[config.mk]
export PLATFORM = sky130hd
export DESIGN_NAME = wb_port_arbiter
export DESIGN_NICKNAME = d
export VERILOG_FILES = /design/src/rtl/wb_port_arbiter.sv
export SDC_FILE = /design/constraint.sdc
export NUM_CORES = 1
export LEC_CHECK = 0
export ABC_AREA = 1
export CORE_MARGIN = 2
export CORE_UTILIZATION = 40
export CTS_BUF_LIST = sky130_fd_sc_hd__clkbuf_16
export CTS_CLUSTER_DIAMETER = 60
export CTS_CLUSTER_SIZE = 10
export DETAILED_ROUTE_END_ITERATION = 6
export GPL_ROUTABILITY_DRIVEN = 0
export HOLD_SLACK_MARGIN = 0.1
export PLACE_DENSITY = 0.74
export SYNTH_ARGS = -nofsm -noshare
export SYNTH_HDL_FRONTEND = slang
export SYNTH_SLANG_ARGS = --single-unit
[constraint.sdc]
create_clock -name clk -period 2.6 [get_ports clk]
set_clock_uncertainty 0.15 [all_clocks]
set_input_delay 0.39 -clock clk [delete_from_list [all_inputs] [get_ports clk]]
set_output_delay 0.39 -clock clk [all_outputs]
set_load 0.01 [all_outputs]
[src/rtl/wb_port_arbiter.sv]
// Register-file write-back arbiter: merges ALU and load results onto one write port.
// Loads win by default; an ALU result that keeps losing is promoted after MAX_WAIT cycles.
module wb_port_arbiter #(
  parameter int DATA_W   = 16,
  parameter int ADDR_W   = 4,
  parameter int MAX_WAIT = 3
) (
  input  logic              clk,
  input  logic              reset,
  input  logic              wb_en,
  input  logic              alu_valid,
  input  logic [ADDR_W-1:0] alu_rd,
  input  logic [DATA_W-1:0] alu_data,
  output logic              alu_ready,
  input  logic              mem_valid,
  input  logic [ADDR_W-1:0] mem_rd,
  input  logic [DATA_W-1:0] mem_data,
  output logic              mem_ready,
  output logic              rf_we,
  output logic [ADDR_W-1:0] rf_waddr,
  output logic [DATA_W-1:0] rf_wdata,
  output logic [7:0]        conflict_cnt
);

  localparam int WAIT_W = ($clog2(MAX_WAIT + 1) < 2) ? 2 : $clog2(MAX_WAIT + 1);
  localparam logic [WAIT_W-1:0] WAIT_MAX = WAIT_W'(MAX_WAIT);

  typedef enum logic {MEM_PRI, ALU_PRI} state_t;

  state_t            state;
  logic [WAIT_W-1:0] wait_cnt;
  logic [WAIT_W-1:0] wait_next;
  logic              alu_xfer;
  logic              mem_xfer;

  // Grants are suppressed while reset is held so no transfer can start then.
  always_comb begin
    alu_ready = 1'b0;
    mem_ready = 1'b0;
    if (reset && wb_en) begin
      if (state == ALU_PRI) begin
        alu_ready = alu_valid;
        mem_ready = mem_valid & ~alu_valid;
      end else begin
        mem_ready = mem_valid;
        alu_ready = alu_valid & ~mem_valid;
      end
    end
  end

  assign alu_xfer = alu_valid & alu_ready;
  assign mem_xfer = mem_valid & mem_ready;

  // Only consecutive lost cycles count; a stalled port (wb_en=0) neither counts nor clears.
  always_comb begin
    wait_next = wait_cnt;
    if (alu_xfer || !alu_valid)
      wait_next = '0;
    else if (wb_en && wait_cnt != WAIT_MAX)
      wait_next = wait_cnt + 1'b1;
  end

  always_ff @(posedge clk) begin
    if (!reset) begin
      state        <= MEM_PRI;
      wait_cnt     <= '0;
      rf_we        <= 1'b0;
      rf_waddr     <= '0;
      rf_wdata     <= '0;
      conflict_cnt <= '0;
    end else begin
      wait_cnt <= wait_next;
      case (state)
        MEM_PRI: if (wait_next == WAIT_MAX) state <= ALU_PRI;
        ALU_PRI: if (alu_xfer || !alu_valid) state <= MEM_PRI;
        default: state <= MEM_PRI;
      endcase

      // r0 is hardwired zero: the transfer is acknowledged but never written.
      rf_we <= 1'b0;
      if (alu_xfer) begin
        rf_we    <= (alu_rd != '0);
        rf_waddr <= alu_rd;
        rf_wdata <= alu_data;
      end else if (mem_xfer) begin
        rf_we    <= (mem_rd != '0);
        rf_waddr <= mem_rd;
        rf_wdata <= mem_data;
      end

      if (alu_valid && mem_valid && conflict_cnt != 8'hFF)
        conflict_cnt <= conflict_cnt + 8'd1;
    end
  end

endmodule

==> metrics.cfg <==
[detailed_routing]
drtIter0Drc = 61
vias = 1984
vias_per_cell = 4.69
detail_route.wl_per_cell_um = 11.3
totalWireLength_mm = 4.79
remaining_drc_errors = 0
dr.pass1.iters = 4
antenna_left = 0

[grt]
grt-ovfl-total = 0
grt_pass1_wl_mm = 8.14
grt_max_degree = 44
antenna_found_initial = 0
grt_pass1_vias = 1898
track_usage = 0.190

[worst_setup_path]
cp_max_fo = 11
critPathLaunchType = input port
worstSetupEndpointType = primary output
r2r-end = rf_wdata[2]$_SDFFE_PN0P_
crit_type = input port to primary output
rr_startpoint = state$_SDFF_PN0_
r2r_slack_ps = 970
required_ps = 2060
crit_arrival_ps = 1830
r2r_cells = 8

[die]
core_sq_um = 4750
start_util = 0.416
dieHeight_um = 74.3
rows = 25
chipWidth_um = 74.3
io_pins = 76
die-area_sq_um = 5520

[pwr]
leakage_nw = 1.28
p_per_area_nw_per_um2 = 481
peakVddDrop_uv = 424

[placed_design]
dp_hpwl_mm = 3.63
portBuffers = 75
placed_cells = 415

[layout]
area_delta_synth_final_pct = 48.6
num-fill-cells = 424
nNetsFinal = 402
diodes = 0
instances_no_fill = 423
layout-drive-gt1-share = 0.171

[cts]
clock_sinks = 32
htreeDepth = 2
cts_tree = done
insertion_delay_ps = 280
cts_buffers = 5
ctsLongestPathBuffers = 2
ctsHoldBuffers = 0
post_cts_buffers = 0
root_buffer = clkbuf_16
post_cts_resized = 0
clkSlewWorstSetupHoldPaths_ps = 50

[timing]
max_freq_mhz = 423
tns_ps = 0
post-route-period-util = 0.910
setup_violations = 0
rsz0062_at_grt = no
fin_crit_ps = 2370
slew_viol_final = 0
hold_viol = 0
maxSlewHeadroom = 0.719
worst-slew-pin-transition_ps = 422

[yosys]
ys.flop_type = dfxtp_1
synth-async-reset-ratio = 0
synth_seq_cells = 32
ys_seq_area_frac = 0.324
synth-warning-count = 0
synth-edff-count = 0
synthesis.nets = 326
synth.avg_cell_area_sq_um = 7.09
ys_top_cells_by_area = dfxtp_1 (32%), nand3_1 (12%), nand3_2 (11%), inv_1 (10%), nand2_1 (9.1%)
yosysTopAreaCell = dfxtp_1
synth_cells = 279
netlist_area_sq_um = 1980
synth_top_area_frac = 0.324
synthDistinctLibCells = 25

[hold_path]
holdPathStages = 2
hp-class = flip-flop to flip-flop
whs_endpoint = rf_wdata[0]$_SDFFE_PN0P_
worstHoldStart = rf_wdata[0]$_SDFFE_PN0P_

[status]
outcome = complete, no violations

[flow_run]
drv_cap = 0

## critical path, stage by stage
cell and delay [ps]:
clkdlybuf4s50_1 540, nand2_4 70, inv_4 120, nand3_2 80, inv_1 80, clkdlybuf4s50_1 530
## layout make-up
cell class / count / area [sq um] / share of cell area
Multi-Input combinational cell: 177 / 1030 / 0.349
Timing Repair Buffer: 84 / 818 / 0.278
Sequential cell: 32 / 641 / 0.218
Inverter: 55 / 209 / 0.0711
Clock buffer: 5 / 125 / 0.0426
Tap cell: 67 / 83.8 / 0.0285
Clock inverter: 3 / 37.5 / 0.0128
## cell usage in the layout, fill, tap and decap left out, drive strengths merged
cell type      synthesis  routed
nor3                   1       1
inv                   54      54
buf                   15       9
nand3b                 1       1
clkdlybuf4s50          0      75
nor2                  14      14
a21oi                 24      24
dfxtp                 32      32
nor4                   1       1
nand3                 69      69
nand2                 55      55
nand4                  4       4
bufinv                 0       1
xor2                   2       2
o21ai                  4       4
clkbuf                 0       5
ha                     2       2
clkinv                 1       3
## power by group
group          switching (mW)  internal [mW]
combinational           0.113          0.133
clock                   0.201          0.444
sequential             0.0119          0.510
total                   0.326           1.09
## cells by family after synthesis
logic type	synth area share
simple gates	0.396
buf+inv	0.157
flops	0.324
compound gates	0.101
xor+xnor	0.00886
fa+ha+maj	0.0126
## through the flow
stage | total power, mW | utilization | hold slack, ps | cell area [sq um] | setup WS, ps
after detailed placement | 0.779 | 0.584 | 333 | 2780 | 230
after global placement | 0.776 | 0.584 | 325 | 2780 | 231
final | 1.41 | 0.618 | 338 | 2940 | 234
after CTS | 1.43 | 0.618 | 343 | 2940 | 226
after floorplan | 0.655 | - | 316 | 1980 | 1090
after global routing | 1.47 | 0.618 | 359 | 2940 | 148
## sequential cells by signal (all words and copies together) (netlist names)
signal        cells
state             1
rf_we             1
conflict_cnt      8
wait_cnt          2
rf_waddr          4
rf_wdata         16
## metal layers
layer / global-route usage / vias to the layer above / share of wire
met2: 0.336 / 52 / 0.50
li1: - / 1035 / -
met1: 0.218 / 891 / 0.43
met3: 0.0596 / 6 / 0.058
met5: 0 / - / 0
met4: 0.0595 / 0 / 0.013
## worst max-delay path by stage
stage           from   endpoint  slack [ps]  cells past startpoint
4_1_cts        reset  mem_ready         230                      6
3_5_place_dp   reset  mem_ready         230                      6
2_1_floorplan  reset  alu_ready        1090                      6
6_report       wb_en  mem_ready         230                      6
3_3_place_gp   reset  mem_ready         230                      6
5_1_grt        reset  mem_ready         150                      6
## synthesized netlist by cell type (2+ instances only)
cell type	count
inv_1	53
nand2_4	2
a21oi_2	16
nand3_1	48
nand4_1	4
buf_2	12
ha_1	2
dfxtp_1	32
xor2_1	2
o21ai_0	3
nand2_1	48
nor2_1	13
nand3_2	21
nand2_2	5
a21oi_1	8
Power figures use the tool's default switching activity.
